===== src/rtl/product_bcd_converter_pkg.sv =====
// Shared constants and types for the multiplier result path and its BCD converter.
package mult_pkg;

  localparam int PROD_W     = 16;
  localparam int BCD_DIGITS = 5;

  localparam logic [3:0] BCD_ADJ_THRESH = 4'd5;

  typedef enum logic [0:0] {
    IDLE = 1'b0,
    CONV = 1'b1
  } state_t;

endpackage


===== src/rtl/product_bcd_converter_if.sv =====
// Capture/result bundle between the multiplier side (master) and the BCD converter (slave).
interface product_bcd_converter_if #(
  parameter int PROD_W = mult_pkg::PROD_W,
  parameter int DIGITS = mult_pkg::BCD_DIGITS
);

  logic [PROD_W-1:0]   product8x8;
  logic                doneflag;
  logic [4*DIGITS-1:0] bcd_out;
  logic                bcd_valid;
  logic                busy;
  logic                overrun;

  modport master (
    output product8x8,
    output doneflag,
    input  bcd_out,
    input  bcd_valid,
    input  busy,
    input  overrun
  );

  modport slave (
    input  product8x8,
    input  doneflag,
    output bcd_out,
    output bcd_valid,
    output busy,
    output overrun
  );

endinterface


===== src/rtl/product_bcd_converter_digit_adjust.sv =====
// One double-dabble digit corrector: adds 3 to a nibble of 5 or more so the next shift carries decimally.
module bcd_digit_adjust (
  input  logic [3:0] i_nib,
  output logic [3:0] o_nib
);

  import mult_pkg::*;

  // Nibble-local add-3 correction, no carry out of the digit
  always_comb begin
    o_nib = i_nib;
    if (i_nib >= BCD_ADJ_THRESH) begin
      o_nib = i_nib + 4'd3;
    end else begin
      o_nib = i_nib;
    end
  end

endmodule


===== src/rtl/product_bcd_converter.sv =====
// Captures a product on the rising edge of doneflag and converts it to packed BCD,
// one double-dabble iteration per clock; the last result is held for the readout stage.
module product_bcd_converter #(
  parameter int PROD_W = mult_pkg::PROD_W,
  parameter int DIGITS = mult_pkg::BCD_DIGITS
) (
  input  logic                    clk,
  input  logic                    reseta,
  product_bcd_converter_if.slave  bus
);

  import mult_pkg::*;

  localparam int BCD_W = 4 * DIGITS;
  localparam int CAT_W = BCD_W + PROD_W;
  localparam int CNT_W = (PROD_W > 1) ? $clog2(PROD_W) : 1;
  localparam logic [CNT_W-1:0] LAST_CNT = CNT_W'(PROD_W - 1);

  state_t             r_state;
  state_t             w_next;
  logic               r_done_q;
  logic [PROD_W-1:0]  r_bin;
  logic [BCD_W-1:0]   r_acc;
  logic [CNT_W-1:0]   r_count;
  logic [BCD_W-1:0]   r_bcd_out;
  logic               r_valid;
  logic               r_busy;
  logic               r_overrun;

  logic               w_req;
  logic               w_last;
  logic               w_load;
  logic               w_step;
  logic               w_finish;
  logic               w_drop;
  logic [BCD_W-1:0]   w_adj;
  logic [CAT_W-1:0]   w_cat;
  logic [CAT_W-1:0]   w_shifted;

  assign w_req  = bus.doneflag & ~r_done_q;
  assign w_last = (r_count == LAST_CNT);

  for (genvar g = 0; g < DIGITS; g++) begin : g_adj
    bcd_digit_adjust u_adj (
      .i_nib (r_acc[4*g +: 4]),
      .o_nib (w_adj[4*g +: 4])
    );
  end

  // Whole {BCD, binary} word moves left together after the per-digit correction
  assign w_cat     = {w_adj, r_bin};
  assign w_shifted = w_cat << 1;

  // Edge detector history; clears on reset so a level held through release still requests once
  always_ff @(posedge clk or posedge reseta) begin
    if (reseta) begin
      r_done_q <= 1'b0;
    end else begin
      r_done_q <= bus.doneflag;
    end
  end

  // State register with busy registered alongside it
  always_ff @(posedge clk or posedge reseta) begin
    if (reseta) begin
      r_state <= IDLE;
      r_busy  <= 1'b0;
    end else begin
      r_state <= w_next;
      r_busy  <= (w_next == CONV);
    end
  end

  // Next-state logic
  always_comb begin
    w_next = r_state;
    case (r_state)
      IDLE: begin
        if (w_req) begin
          w_next = CONV;
        end else begin
          w_next = IDLE;
        end
      end
      CONV: begin
        if (w_last) begin
          w_next = IDLE;
        end else begin
          w_next = CONV;
        end
      end
      default: w_next = IDLE;
    endcase
  end

  // Control decode per state
  always_comb begin
    w_load   = 1'b0;
    w_step   = 1'b0;
    w_finish = 1'b0;
    w_drop   = 1'b0;
    case (r_state)
      IDLE: begin
        w_load = w_req;
      end
      CONV: begin
        w_step   = 1'b1;
        w_finish = w_last;
        w_drop   = w_req;
      end
      default: begin
        w_load   = 1'b0;
        w_step   = 1'b0;
        w_finish = 1'b0;
        w_drop   = 1'b0;
      end
    endcase
  end

  // Conversion datapath: load on capture, shift once per CONV cycle
  always_ff @(posedge clk or posedge reseta) begin
    if (reseta) begin
      r_bin   <= '0;
      r_acc   <= '0;
      r_count <= '0;
    end else if (w_load) begin
      r_bin   <= bus.product8x8;
      r_acc   <= '0;
      r_count <= '0;
    end else if (w_step) begin
      r_bin   <= w_shifted[PROD_W-1:0];
      r_acc   <= w_shifted[CAT_W-1:PROD_W];
      r_count <= r_count + CNT_W'(1);
    end else begin
      r_bin   <= r_bin;
      r_acc   <= r_acc;
      r_count <= r_count;
    end
  end

  // Published result: changes only on completion, valid drops on the next accepted capture
  always_ff @(posedge clk or posedge reseta) begin
    if (reseta) begin
      r_bcd_out <= '0;
      r_valid   <= 1'b0;
    end else if (w_load) begin
      r_bcd_out <= r_bcd_out;
      r_valid   <= 1'b0;
    end else if (w_finish) begin
      r_bcd_out <= w_shifted[CAT_W-1:PROD_W];
      r_valid   <= 1'b1;
    end else begin
      r_bcd_out <= r_bcd_out;
      r_valid   <= r_valid;
    end
  end

  // Sticky record of requests dropped while converting
  always_ff @(posedge clk or posedge reseta) begin
    if (reseta) begin
      r_overrun <= 1'b0;
    end else if (w_drop) begin
      r_overrun <= 1'b1;
    end else begin
      r_overrun <= r_overrun;
    end
  end

  assign bus.bcd_out   = r_bcd_out;
  assign bus.bcd_valid = r_valid;
  assign bus.busy      = r_busy;
  assign bus.overrun   = r_overrun;

endmodule


===== src/flat_wrapper.sv =====
// flat-port wrapper written by rule: the top's interface ports become plain ports
module product_bcd_converter_flat import mult_pkg::*;
#(
  parameter int PROD_W = mult_pkg::PROD_W,
  parameter int DIGITS = mult_pkg::BCD_DIGITS
)
  (clk, reseta, bus_product8x8, bus_doneflag, bus_bcd_out, bus_bcd_valid, bus_busy, bus_overrun);
  product_bcd_converter_if #(.PROD_W(PROD_W), .DIGITS(DIGITS)) bus_i ();
  input  logic clk;
  input  logic reseta;
  input wire logic [$bits(bus_i.product8x8)-1:0] bus_product8x8;
  input wire logic [$bits(bus_i.doneflag)-1:0] bus_doneflag;
  output wire logic [$bits(bus_i.bcd_out)-1:0] bus_bcd_out;
  output wire logic [$bits(bus_i.bcd_valid)-1:0] bus_bcd_valid;
  output wire logic [$bits(bus_i.busy)-1:0] bus_busy;
  output wire logic [$bits(bus_i.overrun)-1:0] bus_overrun;
  assign bus_i.product8x8 = bus_product8x8;
  assign bus_i.doneflag = bus_doneflag;
  assign bus_bcd_out = bus_i.bcd_out;
  assign bus_bcd_valid = bus_i.bcd_valid;
  assign bus_busy = bus_i.busy;
  assign bus_overrun = bus_i.overrun;
  product_bcd_converter #(.PROD_W(PROD_W), .DIGITS(DIGITS)) u_core (.clk(clk), .reseta(reseta), .bus(bus_i));
endmodule

===== config.mk =====
export PLATFORM = sky130hd
export DESIGN_NAME = product_bcd_converter_flat
export DESIGN_NICKNAME = d
export VERILOG_FILES = /design/src/rtl/product_bcd_converter_pkg.sv /design/src/rtl/product_bcd_converter_if.sv /design/src/rtl/product_bcd_converter_digit_adjust.sv /design/src/rtl/product_bcd_converter.sv /design/src/flat_wrapper.sv
export SDC_FILE = /design/constraint.sdc
export NUM_CORES = 1
export LEC_CHECK = 0
export ABC_AREA = 1
export BUFFER_PORTS_ARGS = -buffer_cell sky130_fd_sc_hd__buf_2
export CORE_UTILIZATION = 30
export DETAILED_ROUTE_END_ITERATION = 10
export GPL_TIMING_DRIVEN = 0
export HOLD_SLACK_MARGIN = 0.03
export PLACE_DENSITY = 0.47
export SYNTH_ARGS = -nofsm -noshare
export SYNTH_HDL_FRONTEND = slang
export SYNTH_HIERARCHICAL = 1
export SYNTH_SLANG_ARGS = --single-unit

===== constraint.sdc =====
create_clock -name clk -period 2.2 [get_ports clk]
set_input_delay 0.44 -clock clk [delete_from_list [all_inputs] [get_ports clk]]
set_output_delay 0.44 -clock clk [all_outputs]
set_load 0.02 [all_outputs]

---- Word level (Yosys, flattened, before mapping) ----
Cells that the tools add are included.
word-level totals
  register bits after elaboration ......... 64
  input bits .............................. 19
  output and inout bits ................... 23
  word-level logic and storage cells ...... 47
operators by class
  mux-type cells .......................... 20
  reductions and logical operators ........ 3
  magnitude comparators ................... 5
  add/subtract/negate cells ............... 6
  bitwise gates (word level) .............. 4
  eq/ne operators ......................... 1
operators with widths
  operator               count
  $mux W20               2
  $mux W16               2
  $mux W4                6
  $ge A4 B3 Y1 const B   5
  $add A4 B2 Y4 const B  4
  $mux W1                8
  $add A4 B1 Y4 const B  1
  $eq A4 B4 Y1 const B   1
  $reduce_bool A2 Y1     2
  $add A3 B2 Y3 const B  1
  $mux W3                1
  $not A1 Y1             3
  $pmux W1 S2            1
  $reduce_and A2 Y1      1
  $and A1 B1 Y1          1

---- Depth between registers and ports, before layout ----
Gate-level depths: netlist of run 1.
  depth in word-level cells ............... 5
  depth in mapped cells ................... 9
  depth with buffers taken out ............ 9

---- Modules after synthesis ----
The synthesis of run 1 kept the hierarchy.
modules (own cells, without submodules)
  module                 times used  cells an instance  sequential area each (µm²)  area each (µm²)
  product_bcd_converter  1           296                1601.5                      2602.5
  bcd_digit_adjust       5           23                 0.0                         135.1

---- Worst setup path before layout of run 1 ----
No wires, ideal clock.
  path type ............................... register to register
  start point ............................. register, netlist name u_core/bus.busy
  end point ............................... register u_core.r_bcd_out[0], in the netlist u_core/bus.bcd_out[0]
  buffers on the path ..................... 1
  path slack .............................. 0.987 ns
  cell stages (with the launch flop) ...... 7
  setup time .............................. 0.117 ns
  required time ........................... 2.083 ns
  arrival ................................. 1.096 ns
  period minus slack after synthesis ...... 1.213 ns
  cell sequence ........................... dfrtp_1 nand2_1 nor2_2 inv_2 buf_2 nand2_1 nand2_1
RTL lines
  item                  line                          text
  to (signal assigned)  product_bcd_converter.sv:147  r_bcd_out <= r_bcd_out;
  to (signal assigned)  product_bcd_converter.sv:150  r_bcd_out <= w_shifted[CAT_W-1:PROD_W];
  to (signal assigned)  product_bcd_converter.sv:153  r_bcd_out <= r_bcd_out;
  to (decl)             product_bcd_converter.sv:25   logic [BCD_W-1:0] r_bcd_out;

---- Final worst setup path of run 1 ----
  start point ............................. register u_core.r_busy, in the netlist u_core/bus.busy
  end point ............................... output bus_busy
RTL lines
  item                    line                         text
  from (decl)             product_bcd_converter.sv:27  logic r_busy;
  from (signal assigned)  product_bcd_converter.sv:70  r_busy <= (w_next == CONV);
  to (decl)               flat_wrapper.sv:15           output wire logic [$bits(bus_i.busy)-1:0] bus_busy;
No word-level cell between the ends.

==> results by group, run 1 <==
Run status
  • Result of the run: complete, no violations

Drt
  • DR pass1 iterations: 6
  • Number of DRC markers after the initial detailed-route iteration: 95
  • Total wire length after detailed routing: around 7.1 mm
  • Via Count: roughly 2700
  • Remaining design rule violation count: 0
  • Antenna-violating nets left: 0
  • Vias per inst: 4.518
  • Mean routed wirelength per cell: between 10 and 15 um

Setup path
  • Type of the worst setup path: reg2out
  • Peak fanout along the critical path: 6
  • Delay of the slowest cell on the worst path: 0.47 ns
  • Worst path slowest cell: dfrtp_1
  • Critical path data arrival time: roughly 1 ns
  • Startpoint types: flop
  • Length in cells of the worst reg-to-reg path: 8
  • Crit path capture type: output pin
  • Number of cells on the critical path: 1
  • Sequence of cells on the critical path: buf_2
  • Bufs and invs on worst path: 1
  • Required time at the endpoint of the critical path: ~1.8 ns
  • Top Family by Delay on Critical Path: flip-flops

STA
  • Final period utilization: 66.11%
  • Fmax achieved: 687.6 MHz
  • Fin Setup TNS: 0 ns
  • Unrepaired setup endpoints after global routing: no
  • Final setup margin: 0.7456 ns
  • Tightest hold margin: between 0.2 and 0.25 ns
  • Final min period: about 1.5 ns
  • Number of endpoints with negative hold slack in the final report: 0
  • Least-Margin Pin Slew: slightly above 0.8 ns
  • Max Transition Viols Final: 0
  • Clk_skew: roughly 0.0066 ns
  • Worst rel slew slack: a little under half
  • # setup viols final: 0

Hold path
  • Worst min-delay path class: in2reg
  • Hold path cells: 1

Floorplan
  • Core Box Area: about 10000 um2
  • Floorplan die width: roughly 110 um
  • Core Rows: 37
  • Die height: between 100 and 150 um
  • Initial core utilization: 31.22%
  • Top-Level Pins: 42
  • Die footprint: ~11000 um2

Clock network
  • Clock tree root driver cell: clkbuf_8
  • CTS H-tree lvls: 3
  • Clock tree from TritonCTS: done
  • Buffers from clock root to sink, at most: 2
  • Setup Fix Bufs, Post-CTS: 0
  • Clock-pin slew on the worst setup and hold paths: ~0.070 ns
  • Number of buffers created by CTS: 9
  • Hold buffers post-CTS: 0
  • Post-cts gate resize count: 0
  • Insertion delay of the later-clocked pin in the worst-skew pair: 0.33 ns
  • CTS Sinks: 64

Global routing
  • Pin count of the biggest net entering global routing: between 60 and 70
  • Initial antenna violation count: 0
  • Global-route wire length before repair: ~12 mm
  • Overall routing resource usage: about 14%
  • Remaining global-route overflow: 0
  • Vias in the first global route: between 2000 and 3000

Yosys
  • Instance count of the mapped netlist: 406
  • Netlist area before placement: between 3000 and 4000 um2
  • Yosys warning count: 6
  • Synthesized net count: 436
  • Mean instance size in the synthesized netlist: roughly 8 um2

Finish
  • Area growth syn-to-layout: 18.39%
  • Fraction of final layout cells with drive strength greater than 1: 22.68%
  • Commonest non-fill, non-tap cell in the layout: nand2_1
  • Most frequent cells in the layout: 177 x nand2_1, 64 x dfrtp_1, 49 x buf_2, 37 x nand3_1, 18 x nor2_1
  • Diode count: 0
  • Number of nets in the layout: between 400 and 500

Placement
  • Detailed Place HPWL: about 4.9 mm
  • Routability cong.: 0.8087
  • I/O Buffers: 41
  • Setup Slack @ Placement: between 0.7 and 0.8 ns

Pwr
  • Power density over the cells: 1473 nW/um2
  • Power after layout: 5.671 mW
  • Leakage power: 2.038 nW
  • Peak VDD IR: ~0.55 mV

Job
  • Number of violations of the max-capacitance limit: 0
[layer usage]
layer	vias to the layer above	share of wire [%]	GRT usage [%]	routed length (um)
met5	-	0	0	0
met4	0	0.72	3.571	51
met3	5	3.6	4.476	256
met2	43	46	22.31	3258
met1	1265	49	17.85	3487
li1	1393	-	-	-
[sequential cells by signal, summed over array words and instances (netlist names)]
name / cells
u_core/r_acc: 20
u_core/bus.overrun: 1
u_core/bus.bcd_valid: 1
u_core/bus.busy: 1
u_core/r_bin: 16
u_core/bus.bcd_out: 20
u_core/r_count: 4
u_core/r_done_q: 1
[metrics by stage]
step / util, % / std cells / cell area [um2]
finish: 36.96 / 599 / 3850
global route: 36.96 / 599 / 3850
CTS: 36.96 / 599 / 3850
detailed placement: 34.85 / 583 / 3630
global placement: 34.82 / 583 / 3627
floorplan: - / 406 / 3252
[worst paths after layout]
path / startpoint / end / slack [ns]
max in group asynchronous: reseta / u_core/r_count[2] / 1.40
min in group asynchronous: reseta / u_core/r_acc[16] / 0.26
min reg2reg: u_core/bus.bcd_out[13] / u_core/bus.bcd_out[13] / 0.47
min: bus_doneflag / u_core/r_done_q / 0.22
max: u_core/bus.busy / bus_busy / 0.75
max reg2reg: u_core/r_acc[4] / u_core/r_acc[5] / 0.86
[power breakdown]
group	total (mW)	internal [mW]	switching [mW]	leakage, nW
registers	2.03	1.67	0.363	0.805
logic	2.52	0.907	1.61	1.12
clock network	1.12	0.663	0.456	0.112
[area by class of cell]
cell class | count | area (um2)
sequential | 64 | 1602
fill | 1124 | 6566
multi-input combinational | 298 | 1460
clock buffer | 10 | 137.6
tap | 136 | 170.2
clock inverter | 6 | 82.58
buffer | 17 | 88.84
inverter | 27 | 103.9
timing repair buffer | 41 | 205.2
No activity file was read; power rests on OpenSTA's default activity.
==> inputs of run 2 (changes only) <==
--- a/config.mk
+++ b/config.mk
@@ -11,7 +11,7 @@
 export DETAILED_ROUTE_END_ITERATION = 10
 export GPL_TIMING_DRIVEN = 0
 export HOLD_SLACK_MARGIN = 0.03
-export PLACE_DENSITY = 0.47
+export PLACE_DENSITY = 0.49
 export SYNTH_ARGS = -nofsm -noshare
 export SYNTH_HDL_FRONTEND = slang
 export SYNTH_HIERARCHICAL = 1
==> constraint.sdc (replaced) <==
create_clock -name clk -period 1.27 [get_ports clk]
set_input_delay 0.254 -clock clk [delete_from_list [all_inputs] [get_ports clk]]
set_output_delay 0.254 -clock clk [all_outputs]
set_load 0.02 [all_outputs]
==> results by group, run 2 (same netlist as run 1, synthesis figures left out) <==
Run status
  • Result of the run: finished, violations left
  • Violated checks: setup timing

Floorplan
  • Top-Level Pins: 42 (unchanged)
  • Initial core utilization: 31.22% (unchanged)
  • Core Box Area: 10420 um2 (unchanged)
  • Die footprint: 11260 um2 (unchanged)
  • Floorplan die width: 106.1 um (unchanged)
  • Die height: 106.1 um (unchanged)
  • Core Rows: 37 (unchanged)

Pwr
  • Leakage power: 2.133 nW (+4.7%)
  • Combinational fraction of design power: 51.0% (+6.6 points)
  • Reg power frac: 33.4% (-2.4 points)
  • Power after layout: 10.72 mW (+89%)
  • Power spent charging and discharging nets: 4.697 mW (+93%)
  • Peak VDD IR: 0.6990 mV (+28%)
  • Cell Int Power: 6.020 mW (+86%)
  • Net Sw Frac: 43.83% (+0.94 points)
  • Clk pwr share: 15.6% (-4.1 points)
  • Power density over the cells: 2536 nW/um2 (+72%)

Clock network
  • CTS H-tree lvls: 3 (unchanged)
  • Clock tree root driver cell: clkbuf_8
  • Insertion delay of the later-clocked pin in the worst-skew pair: 0.33 ns (about the same)
  • Clock-pin slew on the worst setup and hold paths: 0.07 ns (about the same)
  • Number of buffers created by CTS: 9 (unchanged)
  • CTS Sinks: 64 (unchanged)
  • Buffers from clock root to sink, at most: 2 (unchanged)
  • Clock tree from TritonCTS: done

STA
  • Final period utilization: 100.1%
  • Final setup margin: -0.001565 ns (-0.7472 ns)
  • Worst rel slew slack: 52.02% (+5.9 points)
  • # setup viols final: 1 (+1)
  • Unrepaired setup endpoints after global routing: yes
  • Max Transition Viols Final: 0 (unchanged)
  • Least-Margin Pin Slew: 0.7183 ns (-0.08999 ns)
  • Fmax achieved: roughly 790 MHz
  • Clk_skew: 0.008025 ns (+0.001423 ns)
  • Number of endpoints with negative hold slack in the final report: 0 (unchanged)
  • Tightest hold margin: 0.03386 ns (-0.1827 ns)
  • Final min period: ~1.3 ns

Drt
  • DR pass1 iterations: 4 (-2)
  • Antenna-violating nets left: 0 (unchanged)
  • Number of DRC markers after the initial detailed-route iteration: 135 (+42%)
  • Remaining design rule violation count: 0 (unchanged)
  • Total wire length after detailed routing: 7.687 mm (+9.0%)
  • Via Count: 2856 (+5.5%)
  • Mean routed wirelength per cell: 12.44 um (+5.6%)
  • Vias per inst: 4.621 (+2.3%)

Setup path
  • Type of the worst setup path: reg2reg
  • Peak fanout along the critical path: 4 (-2)
  • Crit path capture type: flop
  • Required time at the endpoint of the critical path: 1.55 ns (-0.21 ns)
  • Critical path data arrival time: 1.55 ns (+0.54 ns)
  • Startpoint types: flop

Placement
  • Routability cong.: 0.7633 (-5.6%)
  • I/O Buffers: 41 (unchanged)
  • Detailed Place HPWL: 4.965 mm (+1.6%)

Job
  • Number of violations of the max-capacitance limit: 0 (unchanged)

Finish
  • Area growth syn-to-layout: 29.93%
  • Diode count: 0 (unchanged)
  • Most frequent cells in the layout: 156 x nand2_1, 59 x dfrtp_1, 47 x buf_2, 37 x nand3_1, 23 x nand2_2
  • Commonest non-fill, non-tap cell in the layout: nand2_1
  • Fraction of final layout cells with drive strength greater than 1: 35.27% (+13 points)
  • Number of nets in the layout: 507 (+3.9%)

Global routing
  • Global-route wire length before repair: 12.78 mm (+4.0%)
  • Vias in the first global route: 2840 (+5.6%)
  • Overall routing resource usage: 14.17% (+0.32 points)
  • Pin count of the biggest net entering global routing: 35 (-46%)
  • Remaining global-route overflow: 0 (unchanged)
  • Initial antenna violation count: 0 (unchanged)

Hold path
  • Worst min-delay path class: in2async
run 2: cell count changes in the layout (fill, tap and decap cells not counted), moves of 5 or more:
| cell | previous run | this run |
|---|---|---|
| nand2_1 | 177 | 156 |
| buf_4 | 4 | 18 |
| ha_1 | 11 | 0 |
| o21ai_0 | 9 | 3 |
| dfrtp_1 | 64 | 59 |
| inv_2 | 9 | 16 |
| inv_1 | 17 | 7 |
| dfrtp_2 | 0 | 5 |
| ha_4 | 0 | 9 |
| nand2_2 | 6 | 23 |
| o21ai_1 | 0 | 6 |
run 2: per-layer routing:
metal | vias up | global-route usage, % | share of wire (%)
li1 | 1437 | - | -
met2 | 62 | 23.42 | 47
met4 | 0 | 4.960 | 0.88
met3 | 6 | 3.311 | 4.0
met5 | - | 0 | 0
met1 | 1351 | 18.07 | 48
run 2: layout make-up:
type	instances	area [um2]
fillers	1094	6191
multi-input cells	298	1668
flip-flops and latches	64	1608
repair buffers	60	366.6
well taps	136	170.2
clock buffers	13	138.9
plain buffers	17	118.9
inverters	27	112.6
clock inverters	3	42.54
run 2: critical path, stage by stage (launching register included):
cell     delay [ns]
dfrtp_2        0.46
inv_4          0.09
ha_4           0.16
nor2_4         0.05
nor2_4         0.17
nand2_2        0.08
nand2_2        0.10
nand2_1        0.05
nand2_1        0.06
run 2: path summary, 6_finish.rpt:
kind | start | endpoint | slack (ns) | cells past startpoint
worst max-delay path | u_core/r_acc[4] | u_core/r_acc[5] | -0.002 | 8
worst min-delay path | reseta | u_core/bus.bcd_out[18] | 0.03 | 2
worst max register to register | u_core/r_acc[4] | u_core/r_acc[5] | -0.002 | 8
worst min register to register | u_core/bus.bcd_out[13] | u_core/bus.bcd_out[13] | 0.47 | 2
max in group asynchronous | reseta | u_core/r_acc[0] | 0.61 | 3
min in group clk | bus_product8x8[9] | u_core/r_bin[9] | 0.18 | 3
run 2: power groups by stage:
stage	clock, mW	combinational (mW)	sequential, mW
4_1_cts	1.75	4.79	3.49
6_report	1.67	5.47	3.58
5_1_grt	1.83	6.14	3.70
2_1_floorplan	0	3.10	3.79
3_3_place_gp	0	4.34	3.54
3_5_place_dp	0	4.43	3.56
run 2: stage by stage:
step	worst slack (ns)	cells	util (%)	cell area [um2]	TNS, ns
floorplan	0.05727	406	-	3256	0
global placement	-0.2472	583	34.86	3631	-16.74
detailed placement	-0.07805	584	35.05	3651	-2.084
CTS	-0.005104	609	37.87	3945	-0.005317
global route	-0.07565	618	40.56	4225	-1.219
finish	-0.001565	618	40.56	4225	-0.001565
run 2: what timing repair did:
action | CTS | global route
hold endpoints to repair | 1 | 0
pin swaps | 15 | 54
buffers inserted | 8 | 8
endpoints found under the setup margin | 46 | 43
hold buffers | 1 | 0
gates resized for setup | 21 | 66
cloned | 0 | 1
==> inputs of run 3 (changes only) <==
--- a/config.mk
+++ b/config.mk
@@ -11,7 +11,7 @@
 export DETAILED_ROUTE_END_ITERATION = 10
 export GPL_TIMING_DRIVEN = 0
 export HOLD_SLACK_MARGIN = 0.03
-export PLACE_DENSITY = 0.49
+export PLACE_DENSITY = 0.47
 export SYNTH_ARGS = -nofsm -noshare
 export SYNTH_HDL_FRONTEND = slang
 export SYNTH_HIERARCHICAL = 1
==> constraint.sdc (replaced) <==
create_clock -name clk -period 1.65 [get_ports clk]
set_input_delay 0.33 -clock clk [delete_from_list [all_inputs] [get_ports clk]]
set_output_delay 0.33 -clock clk [all_outputs]
set_load 0.02 [all_outputs]
==> results by group, run 3 (same netlist as run 1, synthesis figures left out) <==
STA
  • Least-Margin Pin Slew: 0.7217 ns (+0.003466 ns)
  • Fmax achieved: roughly 740 MHz
  • Final min period: about 1.4 ns
  • # setup viols final: 0 (-1)
  • Number of endpoints with negative hold slack in the final report: 0 (unchanged)
  • Tightest hold margin: 0.09605 ns (+0.06219 ns)
  • Final period utilization: between 80 and 90%
  • Fin Setup TNS: 0 ns (+0.001565 ns)
  • Unrepaired setup endpoints after global routing: no
  • Worst rel slew slack: 51.78% (-0.23 points)
  • Max Transition Viols Final: 0 (unchanged)
  • Clk_skew: 0.009794 ns (+0.001769 ns)

Drt
  • Vias per inst: 4.577 (-0.97%)
  • Antenna-violating nets left: 0 (unchanged)
  • Total wire length after detailed routing: 7.193 mm (-6.4%)
  • Mean routed wirelength per cell: 11.99 um (-3.6%)
  • Remaining design rule violation count: 0 (unchanged)
  • Via Count: 2746 (-3.9%)
  • DR pass1 iterations: 4 (unchanged)
  • Number of DRC markers after the initial detailed-route iteration: 83 (-39%)

Placement
  • Count of placed standard cells including taps: 584 (unchanged)
  • I/O Buffers: 41 (unchanged)
  • Detailed Place HPWL: 5.023 mm (+1.2%)
  • Routability cong.: 0.7865 (+3.0%)

Global routing
  • Vias in the first global route: 2737 (-3.6%)
  • Remaining global-route overflow: 0 (unchanged)
  • Initial antenna violation count: 0 (unchanged)
  • Pin count of the biggest net entering global routing: 35 (unchanged)
  • Global-route wire length before repair: 12.60 mm (-1.4%)
  • Overall routing resource usage: 14.21% (+0.045 points)

Pwr
  • Leakage power: 2.030 nW (-4.8%)
  • Power spent charging and discharging nets: 3.256 mW (-31%)
  • Clk pwr share: 17.4% (+1.8 points)
  • Power density over the cells: 1919 nW/um2 (-24%)
  • Cell Int Power: 4.103 mW (-32%)
  • Peak VDD IR: 0.5917 mV (-15%)
  • Reg power frac: 36.8% (+3.4 points)
  • Combinational fraction of design power: 45.8% (-5.2 points)
  • Power after layout: 7.359 mW (-31%)
  • Net Sw Frac: 44.25% (+0.42 points)

Job
  • Number of violations of the max-capacitance limit: 0 (unchanged)

Finish
  • Post-route non-filler standard cell count: 600 (-2.9%)
  • Layout filler cell count: 1094 (unchanged)
  • Most frequent cells in the layout: 177 x nand2_1, 64 x dfrtp_1, 49 x buf_2, 37 x nand3_1, 18 x nor2_1
  • Diode count: 0 (unchanged)
  • Commonest non-fill, non-tap cell in the layout: nand2_1
  • Number of nets in the layout: 489 (-3.6%)
  • Fraction of final layout cells with drive strength greater than 1: 22.63% (-13 points)
  • Area taken by multi-input logic gates: 1460 um2 (-12%)
  • Sequential cell area: 1602 um2 (-0.39%)
  • Area growth syn-to-layout: 17.93%

Clock network
  • Clock tree from TritonCTS: done
  • Clock tree root driver cell: clkbuf_8
  • Post-cts gate resize count: 0 (-100%)
  • Insertion delay of the later-clocked pin in the worst-skew pair: 0.34 ns (about the same)
  • Hold buffers post-CTS: 0 (-1)
  • Clock-pin slew on the worst setup and hold paths: 0.07 ns (about the same)
  • Buffers from clock root to sink, at most: 2 (unchanged)
  • Number of buffers created by CTS: 9 (unchanged)
  • CTS Sinks: 64 (unchanged)
  • CTS H-tree lvls: 3 (unchanged)
  • Setup Fix Bufs, Post-CTS: 0 (-8)

Floorplan
  • Core Box Area: 10420 um2 (unchanged)
  • Floorplan die width: 106.1 um (unchanged)
  • Initial core utilization: 31.22% (unchanged)
  • Die footprint: 11260 um2 (unchanged)
  • Top-Level Pins: 42 (unchanged)
  • Die height: 106.1 um (unchanged)
  • Core Rows: 37 (unchanged)

Setup path
  • Sequence of cells on the critical path: buf_2
  • Worst path slowest cell: dfrtp_1
  • Critical path data arrival time: 1.03 ns (-0.52 ns)
  • Top Family by Delay on Critical Path: flip-flops
  • Crit path capture type: output pin
  • Required time at the endpoint of the critical path: 1.32 ns (-0.23 ns)
  • Startpoint types: flop
  • Peak fanout along the critical path: 6 (+2)
  • Delay of the slowest cell on the worst path: 0.47 ns (about the same)
  • Bufs and invs on worst path: 1 (unchanged)
  • Type of the worst setup path: reg2out

Run status
  • Result of the run: complete, no violations

Hold path
  • Worst min-delay path class: in2async
[run 3: area by class of cell]
class | count | area share, %
inverters | 27 | 2.741
multi-input cells | 298 | 38.08
clock inverters | 3 | 0.3915
clock buffers | 13 | 4.405
plain buffers | 17 | 2.316
well taps | 136 | 4.437
flip-flops and latches | 64 | 41.76
repair buffers | 42 | 5.873
[run 3: routing by layer]
layer	global-route usage, %	share of wire (%)	up-vias
met5	0	0	-
met1	18.41	49	1298
li1	-	-	1395
met3	2.698	3.5	10
met4	6.845	1.8	0
met2	22.73	46	43
[run 3: power groups by stage]
stage / Combinational (mW) / Clock, mW / Sequential (mW)
floorplan: 2.38 / 0 / 2.92
finish: 3.37 / 1.28 / 2.71
global placement: 3.36 / 0 / 2.73
global route: 3.91 / 1.39 / 2.81
detailed placement: 3.41 / 0 / 2.74
CTS: 3.42 / 1.34 / 2.71
[run 3: through the flow]
stage	instance area, um2	utilization (%)	setup slack, ns
after floorplan	3256	-	0.4373
after global placement	3631	34.86	0.03679
after detailed placement	3651	35.05	0.2858
after CTS	3835	36.82	0.2639
after global routing	3835	36.82	0.1306
final	3835	36.82	0.2919
[run 3: path summary, 6_finish.rpt]
| path | slack, ns | to | cells after the start | start |
|---|---|---|---|---|
| max | 0.29 | bus_busy | 1 | u_core/bus.busy |
| min reg2reg | 0.46 | u_core/bus.bcd_out[11] | 2 | u_core/bus.bcd_out[11] |
| min | 0.1 | u_core/r_bin[4] | 2 | reseta |
| max reg2reg | 0.30 | u_core/r_acc[5] | 8 | u_core/r_acc[4] |
| min in group clk | 0.11 | u_core/r_done_q | 1 | bus_doneflag |
| max in group asynchronous | 0.95 | u_core/r_count[2] | 3 | reseta |
